==> src/rtl/random_arbiter.sv <==
// Round-robin arbiter handing out draws from a shared 16-bit LFSR; grant and draw are registered,
// one cycle after req is seen in IDLE, and the LFSR is stirred between draws (busy while not IDLE).
module random_arbiter #(
    parameter int          NUM_REQ    = 4,
    parameter int          DRAW_STEPS = 16,
    parameter logic [15:0] RESET_SEED = 16'hACE1
) (
    input  logic               clk,
    input  logic               reset,
    input  logic [NUM_REQ-1:0] req,
    output logic [NUM_REQ-1:0] gnt,
    output logic [15:0]        rnd_out,
    output logic               rnd_valid,
    output logic               busy,
    input  logic               seed_load,
    input  logic [15:0]        seed_in
);

    localparam int LW = (NUM_REQ > 1) ? $clog2(NUM_REQ) : 1;
    localparam int CW = (DRAW_STEPS > 1) ? $clog2(DRAW_STEPS) : 1;

    typedef enum logic [1:0] {
        IDLE  = 2'd0,
        GRANT = 2'd1,
        STIR  = 2'd2
    } state_t;

    state_t             state_q, state_d;
    logic [15:0]        lfsr_q, lfsr_d;
    logic [CW-1:0]      cnt_q, cnt_d;
    logic [LW-1:0]      last_q, last_d;
    logic [NUM_REQ-1:0] gnt_q, gnt_d;
    logic [15:0]        rnd_out_q, rnd_out_d;
    logic               rnd_valid_q, rnd_valid_d;

    logic [15:0]        lfsr_step;
    logic [15:0]        seed_fix;
    logic               win_vld;
    logic [LW-1:0]      win_idx;

    assign lfsr_step = {lfsr_q[14:0], lfsr_q[15] ^ lfsr_q[13] ^ lfsr_q[12] ^ lfsr_q[10]};
    assign seed_fix  = (seed_in == 16'h0000) ? 16'h0001 : seed_in;

    // First requester after the previous winner, wrapping modulo NUM_REQ.
    always_comb begin
        logic [LW-1:0] idx;
        win_vld = 1'b0;
        win_idx = '0;
        idx     = '0;
        for (int k = 1; k <= NUM_REQ; k++) begin
            idx = LW'((int'(last_q) + k) % NUM_REQ);
            if (!win_vld && req[idx]) begin
                win_vld = 1'b1;
                win_idx = idx;
            end
        end
    end

    always_comb begin
        state_d     = state_q;
        lfsr_d      = lfsr_q;
        cnt_d       = cnt_q;
        last_d      = last_q;
        gnt_d       = '0;
        rnd_out_d   = rnd_out_q;
        rnd_valid_d = 1'b0;
        case (state_q)
            IDLE: begin
                if (seed_load) begin
                    lfsr_d = seed_fix;
                end else if (win_vld) begin
                    state_d     = GRANT;
                    gnt_d       = {{(NUM_REQ-1){1'b0}}, 1'b1} << win_idx;
                    rnd_out_d   = lfsr_q;
                    rnd_valid_d = 1'b1;
                    last_d      = win_idx;
                end
            end
            GRANT: begin
                if (seed_load) begin
                    lfsr_d  = seed_fix;
                    state_d = IDLE;
                    cnt_d   = '0;
                end else begin
                    state_d = STIR;
                    cnt_d   = CW'(DRAW_STEPS - 1);
                    lfsr_d  = lfsr_step;
                end
            end
            STIR: begin
                // The exit edge does not shift, so the GRANT->STIR shift plus the
                // counted shifts add up to exactly DRAW_STEPS per draw.
                if (seed_load) begin
                    lfsr_d  = seed_fix;
                    state_d = IDLE;
                    cnt_d   = '0;
                end else if (cnt_q == '0) begin
                    state_d = IDLE;
                end else begin
                    lfsr_d = lfsr_step;
                    cnt_d  = cnt_q - CW'(1);
                end
            end
            default: begin
                state_d = IDLE;
                cnt_d   = '0;
            end
        endcase
    end

    always_ff @(posedge clk) begin
        if (reset) begin
            state_q     <= IDLE;
            lfsr_q      <= RESET_SEED;
            cnt_q       <= '0;
            last_q      <= LW'(NUM_REQ - 1);
            gnt_q       <= '0;
            rnd_out_q   <= 16'h0000;
            rnd_valid_q <= 1'b0;
        end else begin
            state_q     <= state_d;
            lfsr_q      <= lfsr_d;
            cnt_q       <= cnt_d;
            last_q      <= last_d;
            gnt_q       <= gnt_d;
            rnd_out_q   <= rnd_out_d;
            rnd_valid_q <= rnd_valid_d;
        end
    end

    assign gnt       = gnt_q;
    assign rnd_out   = rnd_out_q;
    assign rnd_valid = rnd_valid_q;
    assign busy      = (state_q != IDLE);

endmodule

==> config.mk <==
export PLATFORM = sky130hd
export DESIGN_NAME = random_arbiter
export DESIGN_NICKNAME = d
export VERILOG_FILES = /design/src/rtl/random_arbiter.sv
export SDC_FILE = /design/constraint.sdc
export NUM_CORES = 1
export LEC_CHECK = 0
export BUFFER_PORTS_ARGS = -buffer_cell sky130_fd_sc_hd__buf_2
export CAP_MARGIN = 20
export CORE_MARGIN = 5
export CORE_UTILIZATION = 57
export CTS_BUF_LIST = sky130_fd_sc_hd__clkbuf_16
export CTS_CLUSTER_DIAMETER = 30
export DETAILED_ROUTE_END_ITERATION = 7
export PLACE_DENSITY = 0.83
export SETUP_SLACK_MARGIN = 0.4
export SLEW_MARGIN = 20
export SYNTH_ARGS = -nofsm -noshare
export SYNTH_HDL_FRONTEND = slang
export SYNTH_SLANG_ARGS = --single-unit
==> constraint.sdc <==
create_clock -name clk -period 4.2 [get_ports clk]
set_clock_uncertainty 0.2 [all_clocks]
set_input_delay 0.84 -clock clk [delete_from_list [all_inputs] [get_ports clk]]
set_output_delay 0.84 -clock clk [all_outputs]
set_load 0.01 [all_outputs]
==> flow_summary.toml <==
[sta]
fin_tns_setup_ps = 0
setup_slack_ps = 1750
fin_crit_sh_pct = 58.3
worstMarginPinSlew_ps = 996
drv_slew = 0
whs_ps = 250
rsz0062_at_grt = "false"
max_slew_margin_pct = 33.2
timing.fmax_mhz = 409
period_needed_ps = 2450
hold_viol_final = 0
setup_viol = 0

[floorplan]
rows = 22
start_util_pct = 57.9
die_x_um = 70.3
ios = 45
dieArea_um2 = 4940
core_area_um2 = 3580
die_h_um = 70.3

[grt]
grt_max_degree = 35
grt_pass1_wl_um = 7420
track_usage_pct = 18.7
antenna_found_initial = 0
met3_usage_pct = 5.32
globalRouteMet2Util_pct = 30.8
grt-busiest-layer = "met2"
grt-ovfl-total = 0
grt_pass1_vias = 1579
met1_usage_pct = 24.1

[yosys]
yosys_warnings = 0
ys_types = 37
synthFlopType = "dfxtp_1"
synth_top_family_by_area = "simple AND/OR/NAND/NOR gates"
synth_area_leader_cell = "dfxtp_1"
yosys-top-cells-area = "dfxtp_1 (43%), nand2_1 (7.8%), mux2i_1 (7.2%)"
synth_seq_area_share_pct = 43.5
ys_ff_latch = 45
synth_compound_area_share_pct = 18.2
synthMuxAreaShare_pct = 7.25
synth_nets = 267
synthCells = 237
synth_top_area_share_pct = 43.5
synth_edf_count = 0
synth-simple-area-share_pct = 20.5
async_reset_ff_share_pct = 0
synth-xor-area-share_pct = 2.11
syn_area_um2 = 2070
synth.avg_cell_area_um2 = 8.74
yosys.area_share.adder_pct = 4.23

[critical_path]
cp_max_fo = 8
startpoint_type = "flop"
reg2reg_to = "rnd_out[12]$_SDFFE_PP0P_"
cp_data_arrival_time_ps = 1410
end_kind = "output port"
crit_type = "flop to output port"
worstReg2RegStart = "state_q[1]$_SDFFE_PP0P_"
required_ps = 3160
reg2reg_depth = 6
regToRegSetupSlack_ps = 1830

[layout]
layout_commonest_cell = "dfxtp_1"
post_layout_nonfiller_instances = 325
fin_util_pct = 68.7
fill_cells = 289
ff_latch_area_um2 = 901
n_antenna_cell = 0
nets = 306
layout_common_cells = "dfxtp_1 (45), buf_2 (44), nand2_1 (43), a21oi_1 (25), mux2i_1 (15)"
area_growth_pct = 18.7
drive_above_1_share_pct = 20.9
multiInputGateArea_um2 = 1080
fin_area_um2 = 2460

[run_status]
status = "completed"

[placed_design]
dp_hpwl_um = 3180
dpl_cell_area_um2 = 2290
place_ws_ps = 1530
io_buffers = 44
place.gp.congestion = 0.836
dp_cells = 317

[min_path]
min_to = "rnd_out[11]$_SDFFE_PP0P_"
worstHoldPathCells = 2
hp-class = "flop to flop"
hold_start = "rnd_out[11]$_SDFFE_PP0P_"

[clock_tree]
htreeDepth = 2
clock_path_buffers = 2
cts_setup_buffers = 0
cts_inserted_buffers = 5
cts_tree = "built"
clk_pin_slew_ps = 60
post_cts_resized = 0
cts_root_buffer = "clkbuf_16"
cts_hold_buf = 0
clock_latency_ps = 280
cts.sinks = 45

[detailed_routing]
drc = 0
wirelength_um = 4530
dr.pass1.iters = 4
ant_nets = 0
wl_per_cell_um = 13.9
via_count = 1763
drtIter0Drc = 122
post_drt_via_cell_ratio = 5.42

[power_and_ir_drop]
netSwitchingFraction_pct = 27.4
seqPwrFrac_pct = 43.6
power.switching_mw = 0.317
irDropWorstVdd_mv = 0.269
internal_power_mw = 0.838
p_leak_nw = 1.11
clockPowerShare_pct = 37.7
combPwrFrac_pct = 18.7
power.total_mw = 1.16
pwr_density_cell_nw_per_um2 = 470

[flow_run]
timing.max_cap.violations = 0
## worst max-delay path by stage
stage	from	endpoint	slack, ps	cells after the start
floorplan	seed_load	lfsr_q[10]$_SDFFE_PP1P_	2140	4
global placement	req[1]	gnt[0]$_SDFF_PP0_	1590	5
detailed placement	req[1]	gnt[1]$_SDFF_PP0_	1530	5
CTS	state_q[0]$_SDFFE_PP0P_	busy	1770	4
global route	state_q[0]$_SDFFE_PP0P_	rnd_out[12]$_SDFFE_PP0P_	1610	6
finish	state_q[1]$_SDFFE_PP0P_	busy	1750	4
## power groups by stage
stage          clock [mW]  combinational, mW  sequential (mW)
3_5_place_dp            0              0.214            0.511
6_report            0.435              0.216            0.503
2_1_floorplan           0              0.152            0.512
3_3_place_gp            0              0.208            0.511
4_1_cts             0.439              0.217            0.503
5_1_grt             0.458              0.240            0.508
## registers in the layout (all words and copies together), names as in the netlist
| name | cells |
|---|---|
| gnt | 4 |
| last_q | 2 |
| cnt_q | 4 |
| lfsr_q | 16 |
| rnd_valid | 1 |
| state_q | 2 |
| rnd_out | 16 |
## synth_stat cells (all sizes together), types with 2 or more instances
master  instances
nor3            3
nor2           11
a21oi          25
mux2i          15
clkbuf          5
nand3           6
a211oi          9
inv             8
xor2            2
nand2          44
ha              7
buf             7
o21ai           9
nand2b          8
o211ai         10
xnor2           3
and3b           2
dfxtp          45
nor4            6
nor2b           2
## cell families after synthesis
logic type	count (synthesis)
xor gates and xnor gates	5
AOI/OAI and AO/OA	58
buffers and inverters	20
muxes	15
DFF	45
and+or+nand+nor	87
adders and majority gates	7
## worst max-delay path, stage by stage (launching register included)
cell,delay [ps]
dfxtp_1,340
inv_1,110
ha_1,370
inv_1,140
buf_2,160
## layer usage
metal | vias up | part of all wire [%]
li1 | 909 | -
met1 | 796 | 44
met2 | 49 | 49
met3 | 9 | 5.3
met4 | 0 | 1.3
met5 | - | 0
## area by class of cell
cell class	count	share of cell area (%)
Clock buffer	5	5.09
Clock inverter	3	1.68
Inverter	8	1.22
Multi-Input combinational cell	172	44.0
Sequential cell	45	36.6
Tap cell	48	2.44
Timing Repair Buffer	44	8.95
Power figures use the tool's default switching activity.
